`config.mk`:
```
export PLATFORM = sky130hd
export DESIGN_NAME = interval_timer
export DESIGN_NICKNAME = d
export VERILOG_FILES = /design/src/rtl/tlc_pkg.sv /design/src/rtl/down_counter.sv /design/src/rtl/interval_timer.sv
export SDC_FILE = /design/constraint.sdc
export NUM_CORES = 1
export LEC_CHECK = 0
export BUFFER_PORTS_ARGS = -buffer_cell sky130_fd_sc_hd__buf_2
export CORE_AREA = 2 2 39 41
export DETAILED_ROUTE_END_ITERATION = 6
export DIE_AREA = 0 0 41 43
export GPL_TIMING_DRIVEN = 0
export MAX_ROUTING_LAYER = met4
export SLEW_MARGIN = 5
export SYNTH_ARGS = -nofsm -noshare
export SYNTH_HDL_FRONTEND = slang
export SYNTH_SLANG_ARGS = --single-unit
```
`constraint.sdc`:
```
create_clock -name clk -period 1.85 [get_ports clk]
set_input_delay 0.0925 -clock clk [delete_from_list [all_inputs] [get_ports clk]]
set_output_delay 0.0925 -clock clk [all_outputs]
set_load 0.1 [all_outputs]
```
`src/rtl/tlc_pkg.sv`:
```
// tlc_pkg: shared types and constants for the traffic-light controller.
package tlc_pkg;

    localparam int TIMER_W = 4;

    typedef enum logic {
        IDLE,
        RUN
    } timer_state_t;

    // Phase durations the light-sequencing FSM loads into the interval timer, in seconds.
    localparam logic [TIMER_W-1:0] GREEN_SECS  = 4'd10;
    localparam logic [TIMER_W-1:0] YELLOW_SECS = 4'd3;
    localparam logic [TIMER_W-1:0] RED_SECS    = 4'd12;
    localparam logic [TIMER_W-1:0] WALK_SECS   = 4'd6;

endpackage

```
`src/rtl/down_counter.sv`:
```
// down_counter: loadable down counter that saturates at zero and flags a count of one.
module down_counter
    import tlc_pkg::*;
#(
    parameter int W = TIMER_W
) (
    input  logic         clk,
    input  logic         rst,
    input  logic         load_i,
    input  logic [W-1:0] load_val_i,
    input  logic         dec_i,
    output logic [W-1:0] count_o,
    output logic         is_one_o
);

    logic [W-1:0] count_q, count_d;

    always_comb begin
        count_d = load_i ? load_val_i : (dec_i && count_q != '0) ? count_q - W'(1) : count_q;
    end

    always_ff @(posedge clk or posedge rst) begin
        if (rst) count_q <= '0;
        else     count_q <= count_d;
    end

    assign count_o  = count_q;
    assign is_one_o = count_q == W'(1);

endmodule

```
`src/rtl/interval_timer.sv`:
```
// interval_timer: reloadable 1 Hz down-counting timer with a registered one-clock expiry pulse.
module interval_timer
    import tlc_pkg::*;
#(
    parameter int VALUE_W = TIMER_W
) (
    input  logic               clk,
    input  logic               Reset_Sync,
    input  logic [VALUE_W-1:0] Value,
    input  logic               oneHz_enable,
    input  logic               start_timer,
    output logic               expired
);

    timer_state_t       state_q;
    logic               expired_q;
    logic [VALUE_W-1:0] count;
    logic               is_one;
    logic               tick_run;

    // A start on the same edge swallows the tick.
    assign tick_run = state_q == RUN && oneHz_enable && !start_timer && count != '0;

    down_counter #(.W(VALUE_W)) u_cnt (
        .clk       (clk),
        .rst       (Reset_Sync),
        .load_i    (start_timer),
        .load_val_i(Value),
        .dec_i     (tick_run),
        .count_o   (count),
        .is_one_o  (is_one)
    );

    always_ff @(posedge clk or posedge Reset_Sync) begin
        if (Reset_Sync) begin
            state_q   <= IDLE;
            expired_q <= 1'b0;
        end else if (start_timer) begin
            state_q   <= (Value != '0) ? RUN : IDLE;
            expired_q <= Value == '0;
        end else if (tick_run && is_one) begin
            state_q   <= IDLE;
            expired_q <= 1'b1;
        end else begin
            expired_q <= 1'b0;
        end
    end

    assign expired = expired_q;

endmodule

```
==> results of run 1 <==
[stage by stage]
| stage | instance area (um2) | util (%) | worst slack [ns] | hold WS, ns | instances |
|---|---|---|---|---|---|
| floorplan | 367.9 | - | 0.4726 | -0.1165 | 40 |
| global placement | 422.9 | 30.56 | 0.3813 | 0.005954 | 63 |
| detailed placement | 422.9 | 30.56 | 0.3519 | 0.02134 | 63 |
| CTS | 455.4 | 32.91 | 0.3376 | 0.09001 | 67 |
| global route | 455.4 | 32.91 | 0.1555 | 0.1158 | 67 |
| finish | 455.4 | 32.91 | 0.3439 | 0.09012 | 67 |
[tightest hold or removal path, cell delays in order]
cell and delay, ns:
buf_2 0.09, nand2_1 0.05, o311ai_1 0.06
[cell families after synthesis]
group	Yosys count	share of synthesized area (%)
buffers and inverters	5	7.141
AND/OR/NAND/NOR	17	25.51
flip-flops	6	40.82
adder cells (fa/ha/maj)	2	6.802
multiplexers	1	2.721
AO/OA/AOI/OAI	9	17.01
[area by class of cell]
| type | count | area share, % |
|---|---|---|
| inverter | 4 | 3.297 |
| sequential | 6 | 32.97 |
| multi-input combinational | 29 | 42.03 |
| clock buffer | 3 | 4.945 |
| timing repair buffer | 8 | 9.890 |
| buffer | 1 | 2.473 |
| tap | 16 | 4.396 |
[layout by cell type, fill, tap and decap left out, drive strengths merged, types with 2 or more instances in the layout]
| cell type | n |
|---|---|
| ha | 2 |
| inv | 4 |
| nand2 | 4 |
| clkbuf | 3 |
| nor2 | 3 |
| o21ai | 3 |
| dfrtp | 6 |
| a31oi | 2 |
| buf | 8 |
[registers in the layout, summed over array words and instances, names as in the netlist]
signal,flops
expired,1
state_q,1
u_cnt.count_o,4
[repair_timing]
action / 4_1_cts / 5_1_grt
hold endpoints to repair: 6 / 0
hold buffers: 1 / 0
resized for setup: 0 / 0
buffers inserted: 0 / 0
[where the power goes]
group,internal [mW],switching (mW)
combinational,0.0334,0.0386
clock,0.0736,0.0507
sequential,0.144,0.0145
total,0.251,0.104
[how the worst min path moves through the flow]
stage                                  end  slack [ns]
after floorplan                    expired       -0.12
after global placement    u_cnt.count_o[2]       0.006
after detailed placement           expired        0.02
after CTS                 u_cnt.count_o[1]        0.09
after global routing      u_cnt.count_o[2]        0.12
final                     u_cnt.count_o[1]        0.09
[per-layer routing]
layer | track usage (%) | vias up | part of all wire, %
met2 | 20.63 | 5 | 54
met5 | - | - | 0
met3 | 3.141 | 0 | 2.1
met4 | 12.00 | 0 | 0
li1 | - | 166 | -
met1 | 14.15 | 165 | 44
==> flow_summary.json, run 1 <==
{
  "status": "completed",
  "core-area_mm2": 0.001384,
  "clk_path_buf_depth": 2,
  "boundaryPins": 9,
  "min_period_ns": 1.506,
  "synth_async_sr_flop_share_pct": 100.0,
  "min_path_cells": 3,
  "wire_per_inst_um": 12.33,
  "ant_nets": 0,
  "yosysUniqueCellTypes": 23,
  "cts_root_buf": "clkbuf_4",
  "grt_pass1_wl_um": 1524,
  "report.final.setup_viol": 0,
  "timing.rr.start": "u_cnt.count_o[0]",
  "fp-row-count": 14,
  "synth_area_leader_cell": "dfrtp_1",
  "setup_tns_ns": 0,
  "ir_drop_mv": 0.1916,
  "synth_area_leaders": "dfrtp_1 41%, ha_1 6.8%, o21ai_0 4.1%, inv_1 4.1%, nand2_1 4.1%",
  "synthTopCellsByCount": "6 x dfrtp_1, 4 x inv_1, 4 x nand2_1, 3 x nor2_1, 3 x o21ai_0",
  "first_pass_iters": 5,
  "routed_wl_um": 826,
  "die_x_um": 41,
  "grt_start_max_net_pins": 11,
  "grt.total_usage_pct": 13.79,
  "drtIter0Drc": 6,
  "route.detailed.drc": 0,
  "startpoint_type": "flop",
  "syn_inst": 40,
  "max_cap_violations": 0,
  "synth_ff_type": "dfrtp_1",
  "clock_sinks": 6,
  "min_from": "Value[1]",
  "reg2reg_to": "u_cnt.count_o[1]",
  "gp_congestion": 0.7107,
  "numCtsBuffers": 3,
  "grt_pass1_vias": 382,
  "slew-limit-headroom_pct": 68.04,
  "port_buffers": 7,
  "multi_input_area_um2": 191.4,
  "cp_cell_sequence": "inv_1 -> ha_1 -> nor3b_1 -> or4_1 -> o311ai_1",
  "viasPerCell": 5.015,
  "dp_hpwl_um": 630.9,
  "syn_area_um2": 367.9,
  "drive_gt1_share_pct": 23.53,
  "hold_path.class": "input pin to flop",
  "skew_ns": 0.003382,
  "synth.avg_cell_area_um2": 9.196,
  "tightest_slew_ns": 0.4827,
  "dieArea_mm2": 0.001763,
  "critPathKind": "flop to flop",
  "rrSetupSlack_ns": 0.34,
  "ys_seq_area_share_pct": 40.82,
  "h-tree-depth": 1,
  "fillers": 148,
  "path_max_fanout": 6,
  "dieHeight_um": 43,
  "slowest_stage": "dfrtp_1",
  "critPathRequiredTime_ns": 2.00,
  "synth_seq_cells": 6,
  "hold_viol_final": 0,
  "end_kind": "flop",
  "vias": 336,
  "r2r_cells": 5,
  "regArea_um2": 150.1,
  "max_freq_mhz": 664.0,
  "ys_warn_count": 0,
  "period_share_pct": 81.41,
  "p_leak_nw": 0.2158,
  "yosysMostFrequentCell": "dfrtp_1",
  "rsz0062_at_grt": "no",
  "cts_tree": "yes",
  "worst-path-buf-inv": 1,
  "nNetsFinal": 63,
  "synth_top_area_share_pct": 40.82,
  "synth_edf_count": 0,
  "antenna_found_initial": 0,
  "initial_core_util_pct": 26.58,
  "critical-path-top-delay-family": "simple AND/OR/NAND/NOR gates",
  "grt-ovfl-total": 0,
  "arrival_ns": 1.65,
  "path_depth": 5,
  "endpoint": "u_cnt.count_o[1]",
  "syn_nets": 50,
  "powerDensity_mw_per_mm2": 780.1,
  "power_mw": 0.3553,
  "cts.clk_slew.worst_paths_ns": 0.05,
  "area_growth_pct": 23.81,
  "insertedDiodeCount": 0,
  "slowest_delay_ns": 0.43,
  "startpoint": "u_cnt.count_o[0]",
  "clk_latency_ns": 0.25,
  "final_max_slew_viol_count": 0
}
Note: power is estimated with default switching activity, not from simulation.
==> run 2, diff against run 1 <==
Clock period 1.85 ns to 1.5 ns, I/O delays scaled along.
==> run 2 against run 1 <==
- worst hold slack got worse by 0.024 ns
- sequential share of layout area decreased by 1.5 points
- final cell count up 1.5%
- non-clock buffer count grew 1
- die area unchanged
- global-route usage is 0.62 points higher
- clock power rose by 29%
- first-iteration DRC count fell by 17%
- sequential power grew 24%
- largest cell class unchanged
==> flow_summary.json, run 2 (synthesis results as in run 1) <==
{
  "status": "completed",
  "dp_hpwl_um": 630.9,
  "setup_tns_ns": 0,
  "skew_ns": 0.003923,
  "boundaryPins": 9,
  "met2_usage_pct": 21.88,
  "grt_pass1_wl_um": 1593,
  "gp_congestion": 0.7107,
  "sw_frac_of_total_pct": 30.89,
  "slew-limit-headroom_pct": 68.04,
  "port_buffers": 7,
  "clock_sinks": 6,
  "dp_slack_ns": 0.001938,
  "viasPerCell": 5.338,
  "report.final.setup_viol": 0,
  "cp_cell_sequence": "inv_2 -> ha_2 -> or4_1 -> o311ai_1",
  "core-area_mm2": 0.001384,
  "initial_core_util_pct": 26.58,
  "pwr-share-seq_pct": 42.7,
  "route.detailed.drc": 0,
  "met1_usage_pct": 14.79,
  "timing.final.ws_setup_ns": 0.05594,
  "grt-ovfl-total": 0,
  "power.share.clock_pct": 34.6,
  "min_period_ns": 1.444,
  "max_freq_mhz": 692.5,
  "die_x_um": 41,
  "dieHeight_um": 43,
  "fillers": 144,
  "critPathRequiredTime_ns": 1.65,
  "slowest_stage": "or4_1",
  "grt_pass1_vias": 390,
  "comb_power_share_pct": 22.8,
  "insertedDiodeCount": 0,
  "hold_path.class": "input pin to flop",
  "antenna_found_initial": 0,
  "grt_use_met3_pct": 3.141,
  "powerDensity_mw_per_mm2": 969.2,
  "end_kind": "flop",
  "p_leak_nw": 0.2230,
  "h-tree-depth": 1,
  "instances_no_fill": 68,
  "ir_drop_mv": 0.2618,
  "period_share_pct": 96.27,
  "critPathKind": "flop to flop",
  "critical-path-top-delay-family": "simple AND/OR/NAND/NOR gates",
  "area_growth_pct": 29.59,
  "worst-path-buf-inv": 1,
  "first_pass_iters": 4,
  "clk_path_buf_depth": 2,
  "routed_wl_um": 906,
  "ant_nets": 0,
  "nNetsFinal": 64,
  "slowest_delay_ns": 0.50,
  "layout_commonest_cell": "buf_2",
  "drtIter0Drc": 5,
  "max_cap_violations": 0,
  "cts_root_buf": "clkbuf_4",
  "busiest_layer": "met2",
  "grt_start_max_net_pins": 11,
  "grt.total_usage_pct": 14.40,
  "final_cell_mix": "7 x buf_2, 6 x dfrtp_1, 4 x nand2_1",
  "p_sw_mw": 0.1427,
  "hold_viol_final": 0,
  "p_int_mw": 0.3193,
  "fp-row-count": 14,
  "arrival_ns": 1.60,
  "path_max_fanout": 3,
  "numCtsBuffers": 3,
  "cts.clk_slew.worst_paths_ns": 0.05,
  "startpoint_type": "flop",
  "tightest_slew_ns": 0.4827,
  "wire_per_inst_um": 13.32,
  "dieArea_mm2": 0.001763,
  "dp_cells": 63,
  "cts_tree": "yes",
  "largest_register_ffs": 4,
  "rsz0062_at_grt": "no",
  "vias": 363,
  "final_max_slew_viol_count": 0,
  "drive_gt1_share_pct": 30.77,
  "clk_latency_ns": 0.25,
  "holdWs_ns": 0.06600
}
## run 2: cell types whose count changed in the layout (fill, tap and decap cells not counted)
| cell | delta |
|---|---|
| buf_4 | +1 |
| ha_1 | -1 |
| ha_2 | +1 |
| inv_1 | -1 |
| inv_2 | +1 |
| nor3b_1 | -1 |
| nor3b_4 | +1 |
## run 2: metrics by stage
| stage | util (%) | total power [mW] | area (um2) |
|---|---|---|---|
| 3_3_place_gp | 30.56 | 0.2819 | 422.9 |
| 2_1_floorplan | - | 0.2582 | 367.9 |
| 3_5_place_dp | 30.56 | 0.2856 | 422.9 |
| 4_1_cts | 33.82 | 0.4534 | 467.9 |
| 5_1_grt | 34.45 | 0.4839 | 476.7 |
| 6_report | 34.45 | 0.4620 | 476.7 |
## run 2: cell type report
type                    count  area, um2  area share, %
multi-input cells          29      205.2          43.04
flip-flops and latches      6      150.1          31.50
repair buffers              9      52.55          11.02
clock buffers               3      22.52          4.724
well taps                  16      20.02          4.199
inverters                   4      15.01          3.150
plain buffers               1      11.26          2.362
## run 2: path summary, 6_finish.rpt
kind | from | end | slack, ns | cells past startpoint
max | u_cnt.count_o[1] | u_cnt.count_o[1] | 0.06 | 4
min | Value[1] | u_cnt.count_o[1] | 0.07 | 3
max reg2reg | u_cnt.count_o[1] | u_cnt.count_o[1] | 0.06 | 4
max in group asynchronous | Reset_Sync | u_cnt.count_o[0] | 1.01 | 3
min in group asynchronous | Reset_Sync | u_cnt.count_o[3] | 0.29 | 3
min reg2reg | u_cnt.count_o[3] | u_cnt.count_o[3] | 0.61 | 2
## run 2: power groups by stage
stage / Combinational (mW) / Sequential [mW] / Clock [mW]
5_1_grt: 0.121 / 0.198 / 0.165
3_3_place_gp: 0.0845 / 0.197 / 0
3_5_place_dp: 0.0873 / 0.198 / 0
2_1_floorplan: 0.0597 / 0.199 / 0
4_1_cts: 0.0986 / 0.194 / 0.161
6_report: 0.105 / 0.197 / 0.160
## run 2: layer usage
layer / vias up / wire length (um)
met3: 4 / 49
li1: 171 / -
met2: 17 / 472
met1: 171 / 355
met5: - / 0
met4: 0 / 29
## run 2: what timing repair did
item,in CTS,in global routing
hold endpoints to repair,6,0
setup endpoints to repair,1,1
buffers inserted,1,0
hold buffers,1,0
resized for setup,1,3
## run 2: worst reg2reg max path, cell delays in order (launching register included)
cell	delay (ns)
dfrtp_1	0.40
inv_2	0.08
ha_2	0.26
or4_1	0.50
o311ai_1	0.10
==> run 3, diff against run 2 <==
Settings changed: CELL_PAD_IN_SITES_DETAIL_PLACEMENT set to 2, CELL_PAD_IN_SITES_GLOBAL_PLACEMENT set to 2, CORE_AREA 2 2 39 41 to not set, CORE_MARGIN set to 1, CORE_UTILIZATION set to 25, DIE_AREA 0 0 41 43 to not set, PLACE_DENSITY_LB_ADDON set to 0.1.
Clock period 1.5 ns to 1.21 ns, I/O delays scaled along.
==> run 3 against run 2 <==
- the flow now finishes with violations (setup timing)
- wire length up 27%
- final cell count increased by 2.9%
- critical path depth unchanged
- non-clock buffer count increased by 3
- core utilization up 4.9 points
- sequential share of layout area fell by 2.9 points
- die area shrank 7.6%
- global-route usage increased by 4.0 points
- combinational power up 71%
- critical path type unchanged
- largest power group unchanged
==> flow_summary.json, run 3 (synthesis results as in run 1) <==
{
  "status": "finished, violations left",
  "violations": "setup timing",
  "drtIter0Drc": 7,
  "insertedDiodeCount": 0,
  "ir_drop_mv": 0.4979,
  "regArea_um2": 150.1,
  "nNetsFinal": 67,
  "cts.clk_slew.worst_paths_ns": 0.05,
  "startpoint_type": "flop",
  "p_leak_nw": 0.2393,
  "fillers": 156,
  "grt-ovfl-total": 0,
  "drive_gt1_share_pct": 38.18,
  "min_from": "start_timer",
  "die_x_um": 40.36,
  "cp_cell_sequence": "inv_2 -> ha_4 -> or4_1 -> o311ai_1",
  "hold_viol_final": 0,
  "cts_root_buf": "clkbuf_4",
  "viasPerCell": 5.143,
  "core-area_mm2": 0.001334,
  "reg2reg_to": "u_cnt.count_o[1]",
  "p_int_mw": 0.4230,
  "post-route-util_pct": 39.31,
  "tightest_slew_ns": 0.4856,
  "routed_wl_um": 1153,
  "critPathKind": "flop to flop",
  "p_sw_mw": 0.1921,
  "boundaryPins": 9,
  "clock_sinks": 6,
  "dp_cells": 62,
  "port_buffers": 7,
  "powerDensity_mw_per_mm2": 1173,
  "grt.total_usage_pct": 18.45,
  "dieArea_mm2": 0.001629,
  "antenna_found_initial": 0,
  "dp_hpwl_um": 812.8,
  "dieHeight_um": 40.36,
  "slowest_stage": "or4_1",
  "multi_input_area_um2": 227.7,
  "timing.final.ws_setup_ns": -0.1379,
  "rrSetupSlack_ns": -0.14,
  "max_freq_mhz": 741.9,
  "h-tree-depth": 1,
  "layout_commonest_cell": "buf_2",
  "route.detailed.drc": 0,
  "pwr-share-seq_pct": 39.4,
  "skew_ns": 0.002405,
  "wire_per_inst_um": 16.47,
  "setup_tns_ns": -0.2071,
  "final_cell_mix": "7 x buf_2, 6 x dfrtp_1, 4 x nand2_1",
  "min_path_cells": 2,
  "largest_register_ffs": 4,
  "period_share_pct": 111.4,
  "path_max_fanout": 2,
  "timing.rr.start": "u_cnt.count_o[1]",
  "final_max_slew_viol_count": 0,
  "critPathRequiredTime_ns": 1.36,
  "end_kind": "flop",
  "sw_frac_of_total_pct": 31.24,
  "r2r_cells": 4,
  "slowest_delay_ns": 0.50,
  "ant_nets": 0,
  "arrival_ns": 1.49,
  "instances_no_fill": 70,
  "hold_path.class": "input pin to flop",
  "area_growth_pct": 42.52,
  "first_pass_iters": 3,
  "clk_latency_ns": 0.24,
  "power.share.clock_pct": 31.4,
  "max_cap_violations": 0,
  "cts_tree": "yes",
  "numCtsBuffers": 3,
  "min_to": "expired",
  "min_period_ns": 1.348,
  "fp-row-count": 13,
  "initial_core_util_pct": 27.58,
  "grt_pass1_wl_um": 1773,
  "grt_start_max_net_pins": 11,
  "vias": 360,
  "comb_power_share_pct": 29.2,
  "gp_congestion": 0.6923,
  "rsz0062_at_grt": "yes",
  "clk_path_buf_depth": 2,
  "report.final.setup_viol": 3,
  "slew-limit-headroom_pct": 67.85,
  "grt_pass1_vias": 384
}
==> run 3: worst max-delay path, delay by kind of cell, from the launching register on <==
family | cells | cell delay (ns)
compound gates | 1 | 0.08
fa+ha+maj | 1 | 0.19
buf+inv | 1 | 0.09
flops | 1 | 0.40
simple gates | 1 | 0.50
==> run 3: metal layers <==
metal,GRT usage [%],up-vias,part of all wire (%)
met5,-,-,0
met3,5.000,2,3.6
met1,19.06,175,46
met4,10.00,0,1.7
met2,31.35,9,48
li1,-,174,-
==> run 3: worst max path at each step <==
stage | slack, ns | cells after the start | to | start
floorplan | -0.15 | 4 | u_cnt.count_o[1] | u_cnt.count_o[0]
global placement | -0.24 | 5 | u_cnt.count_o[1] | u_cnt.count_o[1]
detailed placement | -0.30 | 5 | u_cnt.count_o[0] | u_cnt.count_o[1]
CTS | -0.12 | 4 | u_cnt.count_o[1] | u_cnt.count_o[0]
global route | -0.17 | 5 | u_cnt.count_o[1] | u_cnt.count_o[1]
finish | -0.14 | 4 | u_cnt.count_o[1] | u_cnt.count_o[1]
==> run 3: power by group through the flow <==
stage / Combinational [mW] / Sequential [mW] / Clock, mW
6_report: 0.180 / 0.242 / 0.193
5_1_grt: 0.197 / 0.245 / 0.203
4_1_cts: 0.170 / 0.240 / 0.196
3_5_place_dp: 0.116 / 0.247 / 0
3_3_place_gp: 0.108 / 0.244 / 0
2_1_floorplan: 0.0737 / 0.246 / 0
==> run 3: final cells by class <==
type | instances | area share [%]
Multi-Input combinational cell | 29 | 43.44
Sequential cell | 6 | 28.64
Timing Repair Buffer | 12 | 15.04
Clock buffer | 3 | 4.296
Tap cell | 15 | 3.580
Inverter | 4 | 2.864
Buffer | 1 | 2.148
==> run 3: metrics by stage <==
stage | total power [mW] | hold WS [ns] | area, um2 | worst slack [ns]
final | 0.6151 | 0.04479 | 524.3 | -0.1379
after global routing | 0.6454 | 0.06012 | 524.3 | -0.1671
after CTS | 0.6054 | 0.06074 | 514.2 | -0.1221
after detailed placement | 0.3629 | 0.008053 | 421.7 | -0.3008
after global placement | 0.3518 | -0.01080 | 421.7 | -0.2437
after floorplan | 0.3197 | -0.1485 | 367.9 | -0.1503
==> run 3: repair_timing <==
action / in CTS / in global routing
buffers inserted: 5 / 0
endpoints found under the setup margin: 4 / 5
hold buffers: 1 / 0
gates resized for setup: 7 / 4
gates cloned: 0 / 0
pin swaps: 4 / 0
hold endpoints to repair: 6 / 0
